[config.mk]
export PLATFORM = sky130hd
export DESIGN_NAME = bch_error_injector
export DESIGN_NICKNAME = d
export VERILOG_FILES = /design/src/rtl/bch_pkg.sv /design/src/rtl/bch_lfsr16.sv /design/src/rtl/bch_error_injector.sv
export SDC_FILE = /design/constraint.sdc
export NUM_CORES = 1
export LEC_CHECK = 0
export CAP_MARGIN = 10
export CORE_MARGIN = 1
export CORE_UTILIZATION = 45
export DETAILED_ROUTE_END_ITERATION = 16
export HOLD_SLACK_MARGIN = 0.15
export PLACE_DENSITY = 0.76
export REMOVE_ABC_BUFFERS = 1
export SYNTH_ARGS = -nofsm -noshare
export SYNTH_HDL_FRONTEND = slang
export SYNTH_SLANG_ARGS = --single-unit
[constraint.sdc]
create_clock -name clk -period 1.9 [get_ports clk]
set_input_delay 0.285 -clock clk [delete_from_list [all_inputs] [get_ports clk]]
set_output_delay 0.285 -clock clk [all_outputs]
set_load 0.005 [all_outputs]
[src/rtl/bch_pkg.sv]
// Shared constants, FSM state type and LFSR step function for the BCH demonstrator.
package bch_pkg;

  localparam int          CW_WIDTH          = 14;
  localparam int          DATA_WIDTH        = 8;
  localparam logic [5:0]  BCH_GENERATOR     = 6'b100101;
  localparam logic [15:0] LFSR_TAPS         = 16'hB400;
  localparam logic [15:0] LFSR_SEED_DEFAULT = 16'hACE1;

  typedef enum logic [1:0] {
    IDLE,
    INJECT,
    OUTPUT
  } inj_state_t;

  // Galois right-shift step: taps are folded in when the bit shifted out is 1.
  function automatic logic [15:0] lfsr_next(input logic [15:0] v);
    return (v >> 1) ^ (v[0] ? LFSR_TAPS : 16'h0000);
  endfunction

endpackage

[src/rtl/bch_lfsr16.sv]
// 16-bit Galois LFSR with enable; an all-zero seed is replaced by 16'h0001 so the register never locks up.
module bch_lfsr16
  import bch_pkg::*;
(
  input  logic        clk,
  input  logic        rst,
  input  logic        en,
  input  logic [15:0] seed,
  output logic [15:0] value
);

  logic [15:0] r_value;
  logic [15:0] w_seed;

  assign w_seed = (seed == 16'h0000) ? 16'h0001 : seed;

  always_ff @(posedge clk) begin
    if (rst) begin
      r_value <= w_seed;
    end else if (en) begin
      r_value <= lfsr_next(r_value);
    end
  end

  assign value = r_value;

endmodule

[src/rtl/bch_error_injector.sv]
// Channel model: flips a clamped number of distinct LFSR-chosen bits in a codeword.
// Optional saturating statistics outputs are enabled by defining BCH_ERR_STATS_EN.
module bch_error_injector
  import bch_pkg::*;
#(
  parameter int          CW_WIDTH   = 14,
  parameter int          POS_W      = 4,
  parameter int          MAX_ERRORS = 3,
  parameter logic [15:0] LFSR_SEED  = LFSR_SEED_DEFAULT
) (
  input  logic                clk,
  input  logic                rst,
  input  logic                s_valid,
  output logic                s_ready,
  input  logic [CW_WIDTH-1:0] s_codeword,
  input  logic [7:0]          num_errors,
  output logic                m_valid,
  input  logic                m_ready,
  output logic [CW_WIDTH-1:0] m_codeword,
  output logic [CW_WIDTH-1:0] m_error_mask,
  output logic                busy
`ifdef BCH_ERR_STATS_EN
  ,
  output logic [15:0]         stat_words,
  output logic [15:0]         stat_bits
`endif
);

  localparam int             LP_CAND_W = 2 ** POS_W;
  localparam logic [POS_W:0] LP_CW     = (POS_W + 1)'(CW_WIDTH);
  localparam logic [7:0]     LP_LIMIT  = (MAX_ERRORS < CW_WIDTH) ? 8'(MAX_ERRORS) : 8'(CW_WIDTH);

  function automatic logic [7:0] clamp_errors(input logic [7:0] n);
    return (n > LP_LIMIT) ? LP_LIMIT : n;
  endfunction

  inj_state_t            r_state;
  inj_state_t            w_state_nxt;
  logic [CW_WIDTH-1:0]   r_cw;
  logic [CW_WIDTH-1:0]   r_mask;
  logic [7:0]            r_errs_left;
  logic [15:0]           w_lfsr;
  logic                  w_lfsr_en;
  logic                  w_accept;
  logic                  w_out_hs;
  logic                  w_cand_ok;
  logic [POS_W-1:0]      w_cand;
  logic [LP_CAND_W-1:0]  w_mask_ext;
  logic [CW_WIDTH-1:0]   w_hit;

  bch_lfsr16 u_lfsr (
    .clk   (clk),
    .rst   (rst),
    .en    (w_lfsr_en),
    .seed  (LFSR_SEED),
    .value (w_lfsr)
  );

  always_ff @(posedge clk) begin
    if (rst) begin
      r_state <= IDLE;
    end else begin
      r_state <= w_state_nxt;
    end
  end

  always_comb begin
    w_state_nxt = r_state;
    s_ready     = 1'b0;
    m_valid     = 1'b0;
    busy        = 1'b1;
    w_lfsr_en   = 1'b0;
    case (r_state)
      IDLE: begin
        s_ready = 1'b1;
        busy    = 1'b0;
        if (s_valid) begin
          w_state_nxt = INJECT;
        end
      end
      INJECT: begin
        if (r_errs_left == 8'd0) begin
          w_state_nxt = OUTPUT;
        end else begin
          w_lfsr_en = 1'b1;
        end
      end
      OUTPUT: begin
        m_valid = 1'b1;
        if (m_ready) begin
          w_state_nxt = IDLE;
        end
      end
      default: begin
        w_state_nxt = IDLE;
      end
    endcase
  end

  assign w_accept = s_valid && s_ready;
  assign w_out_hs = m_valid && m_ready;

  // Candidate comes from the low LFSR bits; values past the codeword or already flipped are retried.
  assign w_cand     = POS_W'(w_lfsr);
  assign w_mask_ext = LP_CAND_W'(r_mask);
  assign w_cand_ok  = ({1'b0, w_cand} < LP_CW) && !w_mask_ext[w_cand];
  assign w_hit      = CW_WIDTH'(1) << w_cand;

  always_ff @(posedge clk) begin
    if (rst) begin
      r_cw        <= '0;
      r_mask      <= '0;
      r_errs_left <= 8'd0;
    end else if (w_accept) begin
      r_cw        <= s_codeword;
      r_mask      <= '0;
      r_errs_left <= clamp_errors(num_errors);
    end else if (w_lfsr_en && w_cand_ok) begin
      r_mask      <= r_mask | w_hit;
      r_errs_left <= r_errs_left - 8'd1;
    end
  end

  assign m_codeword   = r_cw ^ r_mask;
  assign m_error_mask = r_mask;

`ifdef BCH_ERR_STATS_EN
  function automatic logic [15:0] popcount(input logic [CW_WIDTH-1:0] v);
    logic [15:0] cnt;
    cnt = 16'd0;
    for (int i = 0; i < CW_WIDTH; i++) begin
      cnt = cnt + 16'(v[i]);
    end
    return cnt;
  endfunction

  function automatic logic [15:0] sat_add16(input logic [15:0] a, input logic [15:0] b);
    logic [16:0] sum;
    sum = {1'b0, a} + {1'b0, b};
    return sum[16] ? 16'hFFFF : sum[15:0];
  endfunction

  logic [15:0] r_stat_words;
  logic [15:0] r_stat_bits;

  always_ff @(posedge clk) begin
    if (rst) begin
      r_stat_words <= 16'd0;
      r_stat_bits  <= 16'd0;
    end else if (w_out_hs) begin
      r_stat_words <= sat_add16(r_stat_words, 16'd1);
      r_stat_bits  <= sat_add16(r_stat_bits, popcount(r_mask));
    end
  end

  assign stat_words = r_stat_words;
  assign stat_bits  = r_stat_bits;
`endif

endmodule

==> out/metrics.yaml, run 1 <==
reg2reg_to: "r_errs_left[3]"
async_reset_ff_share_pct: 0
drive_above_1_share_pct: 18.4
ys_types: 39
violations: "negative setup slack"
cp-end-kind: "flip-flop"
period_needed_ns: 2.03
cts_made_buffers: 5
worstSkewPairLatency_ns: 0.29
htreeDepth: 2
core_um2: 5200
crit_buf_inv: 1
track_usage_pct: 22.5
synth_top_family_by_area: "simple AND/OR/NAND/NOR gates"
critPathMaxFanout: 8
path_clk_slew_ns: 0.09
synthAdderAreaFrac_pct: 1.01
nFillCells: 408
nNetsFinal: 419
worst_pin_slew_ns: 0.511
critPathLaunchType: "flip-flop"
antenna_left: 0
critPathKind: "reg2reg"
placed_cell_area_um2: 3370
cp_cell_sequence: "buf_6, mux2i_1, nor3_1, or3_4, or4_1, a21oi_1"
rsz0062_at_grt: "true"
crit_arrival_ns: 2.26
grt_pass1_vias: 2316
final-max-slew-violation-count: 0
fin_ws_ns: -0.128
grt_max_degree: 23
start_util_pct: 47.7
antenna_found_initial: 0
dp_hpwl_mm: 4.54
p_per_area_nw_per_um2: 795
synthMuxAreaShare_pct: 4.84
die_y_um: 76.3
whs_path_depth: 2
cts_tree: "built"
first_iter_violations: 179
dr.pass1.iters: 5
rr_startpoint: "u_lfsr.value[1]"
cpMaxStageDelayCell: "or4_1"
outcome: "complete, but fails checks"
synth_compound_area_share_pct: 12.5
drv_cap: 0
ir_worst_vdd_v: 0.000575
fmax_mhz: 493
hp-class: "reg2reg"
synth_xor_xnor_area_share_pct: 6.00
io_pins: 57
die_area_um2: 5810
synthesis.area_um2: 2480
rr_worst_depth: 6
gp_congestion: 0.885
drt_wl_total_mm: 6.48
floorplan.die.width_um: 76.3
relSlewSlack_pct: 65.6
cellLeakagePower_uw: 0.00149
area.growth.synth_to_final_pct: 45.2
clock_sinks: 54
grt_pass1_wl_mm: 10.8
worstHoldEndpoint: "u_lfsr.value[8]"
reg2reg_slack_ns: -0.13
crit_start: "u_lfsr.value[1]"
synth_seq_cells: 54
finalPower_uw: 2860
layout_common_cells: "nand2_1, clkdlybuf4s50_1, dfxtp_1"
finClkSkew_ns: 0.00429
drc: 0
synth-edff-count: 0
final_common_cell: "nand2_1"
hold_viol: 0
worstHoldStart: "u_lfsr.value[8]"
cts-root-buf: "clkbuf_8"
synthCells: 306
finalSetupViolations: 2
cpLargestDelayFamily: "simple AND/OR/NAND/NOR gates"
yosys_warnings: 0
diodes: 0
critical-path-max-stage-delay_ns: 0.52
syn_area_per_cell_um2: 8.11
dp.cells: 451
num_vias: 2475
overflow: 0
seq_area_frac_synth_pct: 43.6
cts_hold_buf: 0
final_cell_count_no_fill: 461
numPortBuffers: 56
cp.required_ns: 2.13
wl_per_cell_um: 14.1
post-route-period-util_pct: 107
postLayoutCellArea_um2: 3600
cts_max_path_buffers: 2
row_count: 26
via_per_inst: 5.37
synth_top_flop_cell: "dfxtp_1"
yosys.area_share.simple_pct: 27.6
[where the power goes]
group	leakage [uW]	switching [uW]	internal, uW
Clock	0.0000383	339	255
Sequential	0.000441	78.7	1250
Combinational	0.00101	470	473
Total	0.00149	888	1980
[tightest hold or removal path: stages, from the launching register on]
cell     delay [ns]
dfxtp_1        0.32
nand2_1        0.05
a21oi_1        0.05
[final cells by class]
class	instances	area [um^2]	share of cell area, %
clock buffer	7	76.3	2.12
inverter	7	26.3	0.729
multi-input combinational	224	1390	38.5
sequential	54	1090	30.2
tap	70	87.6	2.43
timing repair buffer	99	937	26.0
[metal layers]
metal	track usage, %	up-vias	wire [um]
met1	30.4	1161	2860
met5	0	-	0
met4	4.62	0	35
met3	3.83	4	415
li1	-	1219	-
met2	37.7	91	3170
[what timing repair did]
| item | CTS | global route |
|---|---|---|
| endpoints found under the hold margin | 0 | 0 |
| pin swaps | 2 | 10 |
| buffers inserted | 0 | 2 |
| setup endpoints to repair | 19 | 16 |
| resized for setup | 10 | 14 |
| cloned | 0 | 1 |
[stage by stage]
step	hold slack [ns]	worst slack (ns)	setup TNS, ns	util, %
after global placement	0.435	-0.0614	-0.523	64.8
after CTS	0.461	-0.0143	-0.0143	67.0
final	0.462	-0.128	-0.134	69.2
after detailed placement	0.446	-0.0926	-1.03	64.8
after global routing	0.475	-0.192	-0.626	69.2
after floorplan	0.354	-0.220	-3.50	-
[registers in the layout (all words and copies together), names as in the netlist]
| signal | cells |
|---|---|
| u_lfsr.value | 16 |
| m_error_mask | 14 |
| r_cw | 14 |
| r_errs_left | 8 |
| r_state | 2 |
[how the worst max path moves through the flow]
stage,to,cells after the start,slack [ns]
6_report,r_errs_left[3],6,-0.13
2_1_floorplan,r_errs_left[4],5,-0.22
3_5_place_dp,m_error_mask[6],6,-0.09
5_1_grt,r_errs_left[3],6,-0.19
4_1_cts,r_errs_left[3],5,-0.01
3_3_place_gp,r_errs_left[4],6,-0.06
[logic make-up after synthesis]
kind of cell | Yosys count
flops | 54
mux | 10
fa+ha+maj | 2
compound gates | 46
buf+inv | 28
simple gates | 149
xor+xnor | 17
[cells in the mapped netlist, types with 5 or more instances]
| cell | number | area share (%) |
|---|---|---|
| nor2b_1 | 6 | 1.5 |
| nand2_1 | 74 | 11 |
| nand3_1 | 16 | 3.2 |
| inv_1 | 7 | 1.1 |
| a21oi_1 | 24 | 4.8 |
| xor2_1 | 14 | 4.9 |
| a41oi_1 | 9 | 3.2 |
| nand4_1 | 8 | 2.0 |
| nor3_1 | 5 | 1.0 |
| nor2_1 | 20 | 3.0 |
| dfxtp_1 | 54 | 44 |
| or3_1 | 7 | 1.8 |
| mux2i_1 | 6 | 2.4 |
| clkbuf_1 | 15 | 2.3 |
Note: power is estimated with default switching activity, not from simulation.
==> inputs of run 2 (changes only) <==
- SLEW_MARGIN: unset -> 10
==> results of run 2 <==
No change in the layout: final DEF, timing and power equal those of run 1.
==> inputs of run 3 (changes only) <==
- CELL_PAD_IN_SITES_DETAIL_PLACEMENT: unset -> 1
- CELL_PAD_IN_SITES_GLOBAL_PLACEMENT: unset -> 1
- CORE_UTILIZATION: 45 -> 33
- HOLD_SLACK_MARGIN: 0.15 -> unset
- PLACE_DENSITY: 0.76 -> unset
- PLACE_DENSITY_LB_ADDON: unset -> 0.1
==> run 3 against run 2 <==
  * The run still ends with negative setup slack left
  * Count of clock-buffer cells in the layout fell by 1
  * Core utilization fell by 17 points
  * Clock power rose by 42%
  * Clock skew rose by 0.0099 ns
  * Critical path type unchanged
  * Design area rose by 6.0%
==> out/metrics.yaml, run 3 (synthesis gave the netlist of run 1 again) <==
row_count: 31
outcome: "complete, but fails checks"
cp.required_ns: 2.15
drv_cap: 0
dr.pass1.iters: 4
largest_register_ffs: 16
relSlewSlack_pct: 65.6
dp_hpwl_mm: 5.43
via_per_inst: 5.03
core_um2: 7250
critPathLaunchType: "flip-flop"
floorplan.die.width_um: 88.7
placed_cell_area_um2: 3450
area.growth.synth_to_final_pct: 54.0
nNetsFinal: 430
numPortBuffers: 56
crit_arrival_ns: 2.27
cp-end-kind: "flip-flop"
grt_pass1_vias: 2557
rsz0062_at_grt: "true"
num_vias: 2524
clock_sinks: 54
cellLeakagePower_uw: 0.00159
cts-root-buf: "clkbuf_8"
final_util_pct: 52.7
htreeDepth: 2
tns_ns: -0.291
diodes: 0
overflow: 0
wl_per_cell_um: 15.9
worstSkewPairLatency_ns: 0.32
cts_hold_buf: 0
path_clk_slew_ns: 0.11
dp.cells: 486
ir_worst_vdd_v: 0.000431
first_iter_violations: 90
antenna_left: 0
drc: 0
fin_ws_ns: -0.122
track_usage_pct: 20.7
drt_wl_total_mm: 7.97
postLayoutCellArea_um2: 3820
met3_length_um: 275
final_cell_count_no_fill: 502
cts_max_path_buffers: 2
final_common_cell: "nand2_1"
hp-class: "reg2reg"
finalPower_uw: 3210
post-route-period-util_pct: 106
hold_viol: 0
die_y_um: 88.7
fmax_mhz: 495
start_util_pct: 34.2
met2WireLength_mm: 4.04
drive_above_1_share_pct: 24.6
finClkSkew_ns: 0.0142
worst_pin_slew_ns: 0.516
grt_pass1_wl_mm: 12.5
violations: "negative setup slack"
period_needed_ns: 2.02
cts_made_buffers: 5
critPathKind: "reg2reg"
top_layer_used: "met4"
critPathMaxFanout: 4
p_per_area_nw_per_um2: 840
gp_congestion: 0.792
m1WireLength_mm: 3.55
io_pins: 57
antenna_found_initial: 0
finalSetupViolations: 6
grt_max_degree: 20
layout_common_cells: "nand2_1, clkdlybuf4s50_1, dfxtp_1"
final-max-slew-violation-count: 0
cts_tree: "built"
die_area_um2: 7870
[run 3: cell types whose count changed in the layout (fill, tap and decap cells not counted), moves of 2 or more]
cell / before / now
buf_4: 38 / 47
buf_6: 1 / 4
clkbuf_1: 2 / 0
dfxtp_2: 1 / 3
nand3_2: 1 / 3
o2111ai_1: 2 / 0
o2111ai_2: 0 / 2
[run 3: worst max-delay path: stages (launching register included)]
cell	delay, ns
dfxtp_2	0.36
buf_6	0.12
buf_6	0.10
mux2i_2	0.21
nor3_2	0.08
or3_4	0.41
or4_4	0.55
a21oi_2	0.13
[run 3: final cells by class]
type                            count  area (um^2)
Clock inverter                      2         38.8
Clock buffer                        6         82.6
Fill cell                         866         3430
Multi-Input combinational cell    224         1440
Timing Repair Buffer              110         1020
Tap cell                           99          124
Inverter                            7         26.3
Sequential cell                    54         1090
[run 3: timing repair]
action / in CTS / in global routing
resized for setup: 28 / 11
gates cloned: 0 / 1
pin swaps: 12 / 16
buffers inserted: 3 / 5
endpoints found under the setup margin: 20 / 30
[run 3: through the flow]
| step | setup WS (ns) | hold slack, ns |
|---|---|---|
| 5_1_grt | -0.165 | 0.482 |
| 3_5_place_dp | -0.0964 | 0.450 |
| 2_1_floorplan | -0.220 | 0.354 |
| 3_3_place_gp | -0.0603 | 0.442 |
| 6_report | -0.122 | 0.464 |
| 4_1_cts | -0.0725 | 0.467 |
[run 3: final timing paths]
check                                      from               to  slack [ns]  cells past startpoint
worst max-delay path            u_lfsr.value[1]   r_errs_left[3]       -0.12                      7
worst max register to register  u_lfsr.value[1]   r_errs_left[3]       -0.12                      7
worst min register to register  u_lfsr.value[4]  u_lfsr.value[3]        0.46                      2
worst min-delay path            u_lfsr.value[4]  u_lfsr.value[3]        0.46                      2
[run 3: metal layers]
layer | global-route usage (%) | vias to the layer above
met4 | 6.16 | 0
met2 | 37.2 | 50
li1 | - | 1243
met3 | 3.92 | 10
met1 | 25.1 | 1221
met5 | 0 | -
[run 3: power by group]
group | switching (uW) | internal, uW | total [uW]
clock | 411 | 434 | 846
combinational | 516 | 517 | 1030
sequential | 76.9 | 1250 | 1330
total | 1000 | 2200 | 3210
